[config.mk]
export PLATFORM = sky130hd
export DESIGN_NAME = mux_arb_nto1
export DESIGN_NICKNAME = d
export VERILOG_FILES = /design/src/rtl/mux_arb_nto1.sv
export SDC_FILE = /design/constraint.sdc
export NUM_CORES = 1
export LEC_CHECK = 0
export BUFFER_PORTS_ARGS = -buffer_cell sky130_fd_sc_hd__buf_4
export CAP_MARGIN = 40
export CORE_ASPECT_RATIO = 0.75
export CORE_UTILIZATION = 42
export DETAILED_ROUTE_END_ITERATION = 8
export GPL_ROUTABILITY_DRIVEN = 0
export PLACE_DENSITY = 0.78
export REMOVE_ABC_BUFFERS = 1
export SETUP_SLACK_MARGIN = 0.4
export SYNTH_ARGS = -nofsm -noshare
export SYNTH_HDL_FRONTEND = slang
export SYNTH_SLANG_ARGS = --single-unit
[constraint.sdc]
create_clock -name input_clock -period 2.7 [get_ports input_clock]
set_clock_uncertainty 0.05 [all_clocks]
set_input_delay 0.54 -clock input_clock [delete_from_list [all_inputs] [get_ports input_clock]]
set_output_delay 0.54 -clock input_clock [all_outputs]
set_load 0.05 [all_outputs]
[src/rtl/mux_arb_nto1.sv]
// N-to-1 bus multiplexer with fixed-select or round-robin arbitration, feeding a
// single-entry output register with a valid/ready handshake.
module mux_arb_nto1 #(
  parameter int unsigned WIDTH    = 8,
  parameter int unsigned CHANNELS = 4,
  parameter int unsigned SEL_W    = 2
) (
  input  logic                      input_clock,
  input  logic                      input_reset,
  input  logic [CHANNELS*WIDTH-1:0] input_data,
  input  logic [CHANNELS-1:0]       input_valid,
  output logic [CHANNELS-1:0]       output_accept,
  input  logic                      input_mode,
  input  logic [SEL_W-1:0]          input_select,
  output logic [WIDTH-1:0]          output_result,
  output logic [SEL_W-1:0]          output_channel,
  output logic                      output_valid,
  input  logic                      input_ready
);

  logic [WIDTH-1:0] result_q;
  logic [SEL_W-1:0] channel_q;
  logic             valid_q;
  logic [SEL_W-1:0] last_grant_q;

  logic             load_slot;
  logic             grant;
  logic [SEL_W-1:0] grant_idx;
  logic [WIDTH-1:0] grant_word;

  assign load_slot = !valid_q || input_ready;

  always_comb begin
    grant     = 1'b0;
    grant_idx = '0;
    if (!input_reset && load_slot) begin
      if (!input_mode) begin
        // An out-of-range select matches no channel and so never grants.
        for (int k = 0; k < int'(CHANNELS); k++) begin
          if (input_select == SEL_W'(k) && input_valid[k]) begin
            grant     = 1'b1;
            grant_idx = SEL_W'(k);
          end
        end
      end else begin
        // Scan from the farthest offset down so the nearest valid channel wins.
        for (int i = int'(CHANNELS); i >= 1; i--) begin
          for (int k = 0; k < int'(CHANNELS); k++) begin
            if (k == (int'(last_grant_q) + i) % int'(CHANNELS) && input_valid[k]) begin
              grant     = 1'b1;
              grant_idx = SEL_W'(k);
            end
          end
        end
      end
    end
  end

  always_comb begin
    grant_word = '0;
    for (int k = 0; k < int'(CHANNELS); k++) begin
      if (grant_idx == SEL_W'(k)) begin
        grant_word = input_data[k*WIDTH +: WIDTH];
      end
    end
  end

  always_comb begin
    output_accept = '0;
    for (int k = 0; k < int'(CHANNELS); k++) begin
      output_accept[k] = grant && (grant_idx == SEL_W'(k));
    end
  end

  always_ff @(posedge input_clock) begin
    if (input_reset) begin
      result_q     <= '0;
      channel_q    <= '0;
      valid_q      <= 1'b0;
      last_grant_q <= SEL_W'(CHANNELS - 1);
    end else if (load_slot) begin
      if (grant) begin
        result_q     <= grant_word;
        channel_q    <= grant_idx;
        valid_q      <= 1'b1;
        last_grant_q <= grant_idx;
      end else begin
        valid_q <= 1'b0;
      end
    end
  end

  assign output_result  = result_q;
  assign output_channel = channel_q;
  assign output_valid   = valid_q;

endmodule

==> results.toml, run 1 <==
[route]
drtIter0Drc = 45
vias_per_cell = 5.959
drt-pass1-iter-count = 6
wl_per_cell_um = 16.35
via_count = 1150
drt_wl_total_um = 3156
ant_nets = 0
drc = 10

[final_layout]
num_antenna_cells = 0
regArea_um2 = 265.3
nNetsFinal = 212
multiInputGateArea_um2 = 659.4
syn_to_final_growth_pct = 63.29
nFillCells = 162
drive_above_1_share = 0.5385
final_area_um2 = 1553

[die]
die_x_um = 56.95
ios = 57
dieArea_um2 = 2460
rows = 14
dieHeight_um = 43.21
start_util = 0.4600
core_um2 = 2067

[place]
numPortBuffers = 56
place_area_um2 = 1424
place_hpwl_um = 2199

[synth]
yosysTopAreaCell = "dfxtp_1"
synth.most_common_cell = "dfxtp_1"
ys_seq_area_frac = 0.2737
synthMuxAreaShare = 0.2066
syn_inst = 103
synth_area_leaders = "dfxtp_1, a2111oi_0, mux2i_1"
yosysWarnings = 0
async_flop_share = 0
synth_fa_ha_area_frac = 0
synth_xor_area_frac = 0
synth_compound_area_frac = 0.2921
synthSimpleGateAreaFrac = 0.1645
syn_area_um2 = 950.9
synth_commonest_cells = "dfxtp_1, a2111oi_0, nor2b_1"
synth_top_family_by_area = "compound AO/OA/AOI/OAI gates"
yosysUniqueCellTypes = 33
synth_top_cell_area_share = 0.2737
synth-seq-cells = 13
synth.avg_cell_area_um2 = 9.232
synth_ff_type = "dfxtp_1"
synth-edff-count = 0

[cts]
root_buffer = "clkbuf_4"
htree_levels = 1
clock_path_buffers = 2
cts_tree = "built"
insertion_delay_ns = 0.28
cts_sinks = 13
ctsHoldBuffers = 0
clk_pin_slew_worst_paths_ns = 0.08
numCtsBuffers = 3

[grt]
grt_first_pass_wirelength_um = 5092
antenna_found_initial = 0
grt_overflow = 0
grt_use_total = 0.2730
grt_max_degree = 14
grt_pass1_vias = 1123

[sta]
fmax_mhz = 407.0
period_share = 0.9101
max_slew_margin = 0.5992
min_period_ns = 2.457
finalMaxSlewViolations = 0
whs_ns = 0.4128
hold_viol_final = 0
setup_viol = 0
rsz0062_at_grt = "yes"
tightest_slew_ns = 0.5860

[worst_setup_path]
cpMaxStageDelayCell = "a211o_4"
slowest_delay_ns = 0.39
worstPathMaxFanout = 7
cpMostUsedCell = "buf_8"
crit_type = "in -> out"
cp_cell_sequence = "buf_8 > nand2b_1 > o221a_2 > a211o_4 > and2_4 > buf_8"
r2r-start = "last_grant_q[1]$_SDFFE_PP1P_"
cp_data_required_time_ns = 2.11
arrival_ns = 1.87
end_kind = "primary output"
r2r_setup_slack_ns = 0.42
cp-start-kind = "input pin"
critPathLaunch = "input_valid[2]"

[outcome]
violations = "DRC"
status = "finished with violations"

[min_path]
hp-class = "reg -> reg"
hold_path.startpoint = "output_channel[0]$_SDFFE_PP0P_"

[flow_run]
drv_cap = 0

[power_and_ir_drop]
vdd_drop_max_mv = 0.3487
fin_total_pwr_w = 0.0006787
p_leak_nw = 0.7370
powerDensity_nw_per_um2 = 437.1
==> worst paths after layout <==
kind,end,depth (start not counted)
worst max register to register,output_result[6]$_SDFFE_PP0P_,7
worst max-delay path,output_accept[0],6
worst min register to register,output_channel[0]$_SDFFE_PP0P_,2
worst min-delay path,output_channel[0]$_SDFFE_PP0P_,2
==> layout make-up <==
class,count,share of cell area
inverters,8,0.01934
well taps,24,0.01934
clock buffers,3,0.01450
clock inverters,1,0.003223
flip-flops and latches,13,0.1708
repair buffers,68,0.3481
multi-input cells,76,0.4247
==> power breakdown <==
| part | switching [W] | leakage [nW] | internal (W) |
|---|---|---|---|
| sequential | 0.0000151 | 0.107 | 0.000213 |
| clock | 0.0000710 | 0.0177 | 0.0000549 |
| combinational | 0.000176 | 0.612 | 0.000149 |
| total | 0.000262 | 0.737 | 0.000416 |
==> state kept, by name (all words and copies together), names as in the netlist <==
signal and count:
output_result 8, output_channel 2, last_grant_q 2, output_valid 1
==> per-layer routing <==
metal  share of wire  GRT usage
met1            0.37     0.2972
met3            0.12     0.1067
met4           0.022    0.06829
met5               0          0
met2            0.49     0.4965
==> cells by family (layout without fill, tap and decap cells) <==
kind of cell / Yosys count / in the layout
compound gates: 33 / 33
buf+inv: 14 / 80
mux: 15 / 15
flops: 13 / 13
simple gates: 28 / 28
==> cells in the final DEF, fill, tap and decap left out, drive strengths merged, types with 2 or more instances in the layout <==
cell type,n
a2111oi,12
a211o,3
a211oi,7
a21oi,5
and2,2
buf,68
clkbuf,3
dfxtp,13
inv,8
mux2,4
mux2i,8
mux4,3
nand2,2
nand2b,3
nand3,2
nor2,6
nor2b,9
==> repair_timing <==
| action | in CTS | in global routing |
|---|---|---|
| setup endpoints to repair | 5 | 7 |
| setup buffers | 5 | 0 |
| pin swaps | 6 | 1 |
| hold endpoints to repair | 0 | 0 |
| gates resized for setup | 16 | 5 |
==> per-stage QoR <==
step,setup WS [ns],setup TNS [ns],utilization,instances
after floorplan,-0.1439,-0.2878,-,97
after global placement,0.2314,0,0.6889,184
after detailed placement,0.1854,0,0.6889,184
after CTS,0.2640,0,0.7464,193
after global routing,0.2257,0,0.7512,193
final,0.2428,0,0.7512,193
==> critical path, delay by kind of cell <==
| kind | cells | cell delay (ns) |
|---|---|---|
| compound gates | 2 | 0.73 |
| simple gates | 2 | 0.34 |
| buf+inv | 2 | 0.24 |
(Power assumes the default switching activity.)
==> run 2, diff against run 1 <==
==> constraint.sdc (replaced) <==
create_clock -name input_clock -period 2.7 [get_ports input_clock]
set_clock_uncertainty 0.05 [all_clocks]
set_input_delay 0.54 -clock input_clock [delete_from_list [all_inputs] [get_ports input_clock]]
set_output_delay 0.54 -clock input_clock [all_outputs]
set_load 0.02 [all_outputs]
==> run 2 against run 1 <==
Compared with the run above: the run still ends with DRC left; non-clock buffer count rose by 7; final area rose by 5.3%; first-iteration DRC count rose by 20%; critical path type is now reg -> out; largest cell class unchanged; largest power group unchanged.
==> results.toml, run 2 (synthesis gave the netlist of run 1 again) <==
[outcome]
status = "finished with violations"
violations = "DRC"

[final_layout]
final_cell_mix = "buf_4, dfxtp_1, a2111oi_0, mux2i_1, nor2b_1"
drive_above_1_share = 0.5739
nFillCells = 148
final_area_um2 = 1635
syn_to_final_growth_pct = 71.97
final_common_cell = "buf_4"
num_antenna_cells = 0
largest_reg_flops = 8
nNetsFinal = 219

[cts]
clk_pin_slew_worst_paths_ns = 0.09
htree_levels = 1
numCtsBuffers = 3
insertion_delay_ns = 0.28
clock_path_buffers = 2
root_buffer = "clkbuf_4"
cts_sinks = 13
ctsHoldBuffers = 0
cts_tree = "built"

[worst_setup_path]
worstPathMaxFanout = 8
cp-start-kind = "flip-flop"
timing.rr.end = "output_result[7]$_SDFFE_PP0P_"
slowest_delay_ns = 0.40
cp_cell_sequence = "buf_4 > o221a_4 > a211o_4 > and2_4 > buf_6"
cp_data_required_time_ns = 2.11
worstSetupPathDepth = 5
crit_buf_inv = 2
r2r_setup_slack_ns = 0.45
r2r-start = "last_grant_q[1]$_SDFFE_PP1P_"
cp_top_family = "compound AO/OA/AOI/OAI gates"
crit_type = "reg -> out"
r2r_cells = 6
cpMaxStageDelayCell = "dfxtp_4"
arrival_ns = 1.84
end_kind = "primary output"

[route]
drc = 10
ant_nets = 0
drt_wl_total_um = 3323
drtIter0Drc = 54
drt-pass1-iter-count = 6
vias_per_cell = 5.790
via_count = 1158
wl_per_cell_um = 16.62

[grt]
antenna_found_initial = 0
grt_max_degree = 14
grt_overflow = 0
grt_use_total = 0.2604
grt_first_pass_wirelength_um = 4933
grt_pass1_vias = 1066

[sta]
min_period_ns = 2.426
tightest_slew_ns = 0.4061
fin_setup_tns_ns = 0
max_slew_margin = 0.7223
hold_viol_final = 0
whs_ns = 0.4203
finalMaxSlewViolations = 0
rsz0062_at_grt = "yes"
period_share = 0.8987
fin_ws_ns = 0.2736
setup_viol = 0
fmax_mhz = 412.1

[die]
ios = 57
rows = 14
dieHeight_um = 43.21
dieArea_um2 = 2460
die_x_um = 56.95
core_um2 = 2067
start_util = 0.4600

[flow_run]
drv_cap = 0

[power_and_ir_drop]
p_leak_nw = 0.7695
powerDensity_nw_per_um2 = 396.2
vdd_drop_max_mv = 0.3265

[min_path]
worstHoldEndpoint = "output_channel[0]$_SDFFE_PP0P_"
hp-class = "reg -> reg"
hold_path.startpoint = "output_channel[0]$_SDFFE_PP0P_"
hold_depth = 2

[place]
numPortBuffers = 56
place_ws_ns = 0.1272
place_hpwl_um = 2009
place_area_um2 = 1416
## run 2: area by class of cell
type	instances	area, um2	area share
repair buffers	75	585.6	0.3581
inverters	8	30.03	0.01836
flip-flops and latches	13	267.8	0.1637
well taps	24	30.03	0.01836
clock inverters	1	5.005	0.003060
clock buffers	3	22.52	0.01377
multi-input cells	76	694.4	0.4246
## run 2: worst min-delay path: stages, from the launching register on
cell and delay (ns):
dfxtp_1 0.32, nand2_1 0.05, a21oi_1 0.06
## run 2: report_power, final
group | switching, W | total (W) | leakage [nW] | internal, W
clock | 0.0000709 | 0.000126 | 0.0177 | 0.0000550
sequential | 0.0000160 | 0.000228 | 0.108 | 0.000212
combinational | 0.000135 | 0.000294 | 0.644 | 0.000159
total | 0.000221 | 0.000648 | 0.770 | 0.000427
## run 2: layer usage
layer,track usage,share of wire,up-vias
li1,-,-,544
met1,0.3534,0.42,536
met2,0.4235,0.47,72
met3,0.05488,0.090,6
met4,0.06341,0.017,0
met5,0,0,-
## run 2: what timing repair did
item,CTS,global route
pin swaps,6,8
setup buffers,7,6
endpoints found under the setup margin,10,6
gates resized for setup,19,9
## run 2: worst max-delay path by stage
stage                                       startpoint                       endpoint
after floorplan                         input_valid[2]               output_accept[1]
after global placement                  input_valid[2]  output_result[5]$_SDFFE_PP0P_
after detailed placement                input_valid[2]  output_result[1]$_SDFFE_PP0P_
after CTS                 last_grant_q[1]$_SDFFE_PP1P_               output_accept[2]
after global routing      last_grant_q[1]$_SDFFE_PP1P_               output_accept[2]
final                     last_grant_q[1]$_SDFFE_PP1P_               output_accept[2]
## run 2: through the flow
step,power [W],cells,util
floorplan,0.0003521,97,-
CTS,0.0006207,194,0.7536
global route,0.0006871,200,0.7912
detailed placement,0.0004693,183,0.6852
global placement,0.0004666,183,0.6852
finish,0.0006480,200,0.7912
==> run 3, diff against run 2 <==
--- a/config.mk
+++ b/config.mk
@@ -8,10 +8,11 @@
 export BUFFER_PORTS_ARGS = -buffer_cell sky130_fd_sc_hd__buf_4
 export CAP_MARGIN = 40
 export CORE_ASPECT_RATIO = 0.75
-export CORE_UTILIZATION = 42
+export CORE_MARGIN = 2
+export CORE_UTILIZATION = 38
 export DETAILED_ROUTE_END_ITERATION = 8
 export GPL_ROUTABILITY_DRIVEN = 0
-export PLACE_DENSITY = 0.78
+export PLACE_DENSITY = 0.74
 export REMOVE_ABC_BUFFERS = 1
 export SETUP_SLACK_MARGIN = 0.4
 export SYNTH_ARGS = -nofsm -noshare
==> constraint.sdc (replaced) <==
create_clock -name input_clock -period 2 [get_ports input_clock]
set_clock_uncertainty 0.05 [all_clocks]
set_input_delay 0.4 -clock input_clock [delete_from_list [all_inputs] [get_ports input_clock]]
set_output_delay 0.4 -clock input_clock [all_outputs]
set_load 0.02 [all_outputs]
==> run 3 against run 2 <==
Compared with the run above: the run ends with setup timing left; flip-flop and latch count is the same; core utilization shrank 1.1 points; global-route usage shrank 0.67 points; critical endpoint unchanged; largest cell class is now non-clock buffers; highest routed layer unchanged.
==> results.toml, run 3 (synthesis gave the netlist of run 1 again) <==
[worst_setup_path]
timing.rr.end = "output_result[6]$_SDFFE_PP0P_"
crit_buf_inv = 3
worstPathMaxFanout = 7
crit_type = "reg -> out"
cp_cell_sequence = "buf_4 > o221a_4 > a211o_1 > buf_6 > and2_4 > buf_6"
end_kind = "primary output"
crit_path_end = "output_accept[2]"
cp-start-kind = "flip-flop"
r2r_setup_slack_ns = -0.28
arrival_ns = 1.84
critPathLaunch = "last_grant_q[1]$_SDFFE_PP1P_"
cp_data_required_time_ns = 1.55
cpMaxStageDelayCell = "dfxtp_4"
slowest_delay_ns = 0.38
cp_top_family = "compound AO/OA/AOI/OAI gates"
cpMostUsedCell = "buf_6"
r2r-start = "last_grant_q[0]$_SDFFE_PP1P_"
worstSetupPathDepth = 6
r2r_cells = 9

[die]
ios = 57
core_um2 = 2327
dieHeight_um = 47.32
rows = 15
start_util = 0.4086
die_x_um = 61.76
dieArea_um2 = 2922

[cts]
cts_sinks = 13
insertion_delay_ns = 0.28
ctsHoldBuffers = 0
root_buffer = "clkbuf_4"
htree_levels = 1
numCtsBuffers = 3
clock_path_buffers = 2
clk_pin_slew_worst_paths_ns = 0.08
cts_tree = "built"

[sta]
fmax_mhz = 437.3
max_slew_margin = 0.7055
hold_viol_final = 0
setup_viol = 12
rsz0062_at_grt = "yes"
finalMaxSlewViolations = 0
min_period_ns = 2.287
period_share = 1.143
fin_setup_tns_ns = -2.514
fin_ws_ns = -0.2867
tightest_slew_ns = 0.4306

[final_layout]
final_common_cell = "buf_4"
final_cell_mix = "buf_4, buf_6, dfxtp_1, nor2b_1"
final_util = 0.7806
syn_to_final_growth_pct = 91.05
nNetsFinal = 235
num_antenna_cells = 0
final_area_um2 = 1817
largest_reg_flops = 8
drive_above_1_share = 0.6302

[route]
drt_wl_total_um = 3664
drc = 0
ant_nets = 0
drt-pass1-iter-count = 4
drtIter0Drc = 32
via_count = 1231
vias_per_cell = 5.447
wl_per_cell_um = 16.21

[outcome]
status = "finished with violations"
violations = "setup timing"

[grt]
grt_use_total = 0.2537
grt_pass1_vias = 1215
grt_first_pass_wirelength_um = 5306
grt_overflow = 0
grt_max_degree = 14
antenna_found_initial = 0

[power_and_ir_drop]
p_leak_nw = 0.8532
vdd_drop_max_mv = 0.3450
fin_total_pwr_w = 0.0009430
powerDensity_nw_per_um2 = 519.1

[min_path]
hp-class = "in -> reg"

[place]
place_hpwl_um = 2529
place_area_um2 = 1541
numPortBuffers = 56

[flow_run]
drv_cap = 0
==> run 3: cell count changes in the layout (fill, tap and decap cells not counted), sizes merged <==
cell    delta
clkinv     -1
clkbuf     +1
buf       +16
==> run 3: worst min path at each step <==
stage,startpoint,to,cells after the start
after floorplan,input_reset,output_channel[0]$_SDFFE_PP0P_,1
after global placement,output_channel[0]$_SDFFE_PP0P_,output_channel[0]$_SDFFE_PP0P_,2
after detailed placement,output_channel[0]$_SDFFE_PP0P_,output_channel[0]$_SDFFE_PP0P_,2
after CTS,input_ready,output_valid$_SDFFE_PP0N_,3
after global routing,input_ready,output_valid$_SDFFE_PP0N_,3
final,input_ready,output_valid$_SDFFE_PP0N_,3
==> run 3: final cells by class <==
class                      count  area [um2]
clock buffer                   4       26.28
fill                         183       510.5
inverter                       8       30.03
multi-input combinational     76       714.4
sequential                    13       267.8
tap                           34       42.54
timing repair buffer          91       735.7
==> run 3: report_power, final <==
part	internal (W)	switching (W)	total [W]
Clock	0.0000776	0.0000942	0.000172
Sequential	0.000287	0.0000193	0.000306
Combinational	0.000260	0.000205	0.000465
Total	0.000624	0.000319	0.000943
==> run 3: metal layers <==
metal  share of wire  global-route usage
met1            0.38              0.2808
met2            0.52              0.4442
met3           0.074             0.08264
met4           0.021              0.1234
met5               0                   0
==> run 3: timing repair <==
| item | CTS | global route |
|---|---|---|
| resized for setup | 30 | 16 |
| setup endpoints to repair | 15 | 16 |
| pin swaps | 11 | 10 |
| buffers inserted | 10 | 4 |
==> run 3: through the flow <==
| step | instances | hold slack, ns | setup WS, ns |
|---|---|---|---|
| 4_1_cts | 222 | 0.3519 | -0.2470 |
| 5_1_grt | 226 | 0.3842 | -0.3694 |
| 3_3_place_gp | 208 | 0.3977 | -0.2350 |
| 3_5_place_dp | 208 | 0.4006 | -0.3139 |
| 2_1_floorplan | 97 | 0.4191 | -0.2190 |
| 6_report | 226 | 0.3548 | -0.2867 |
==> run 3: worst min-delay path, stage by stage <==
cell and delay, ns:
buf_4 0.07, nand2b_1 0.11, a21oi_1 0.06
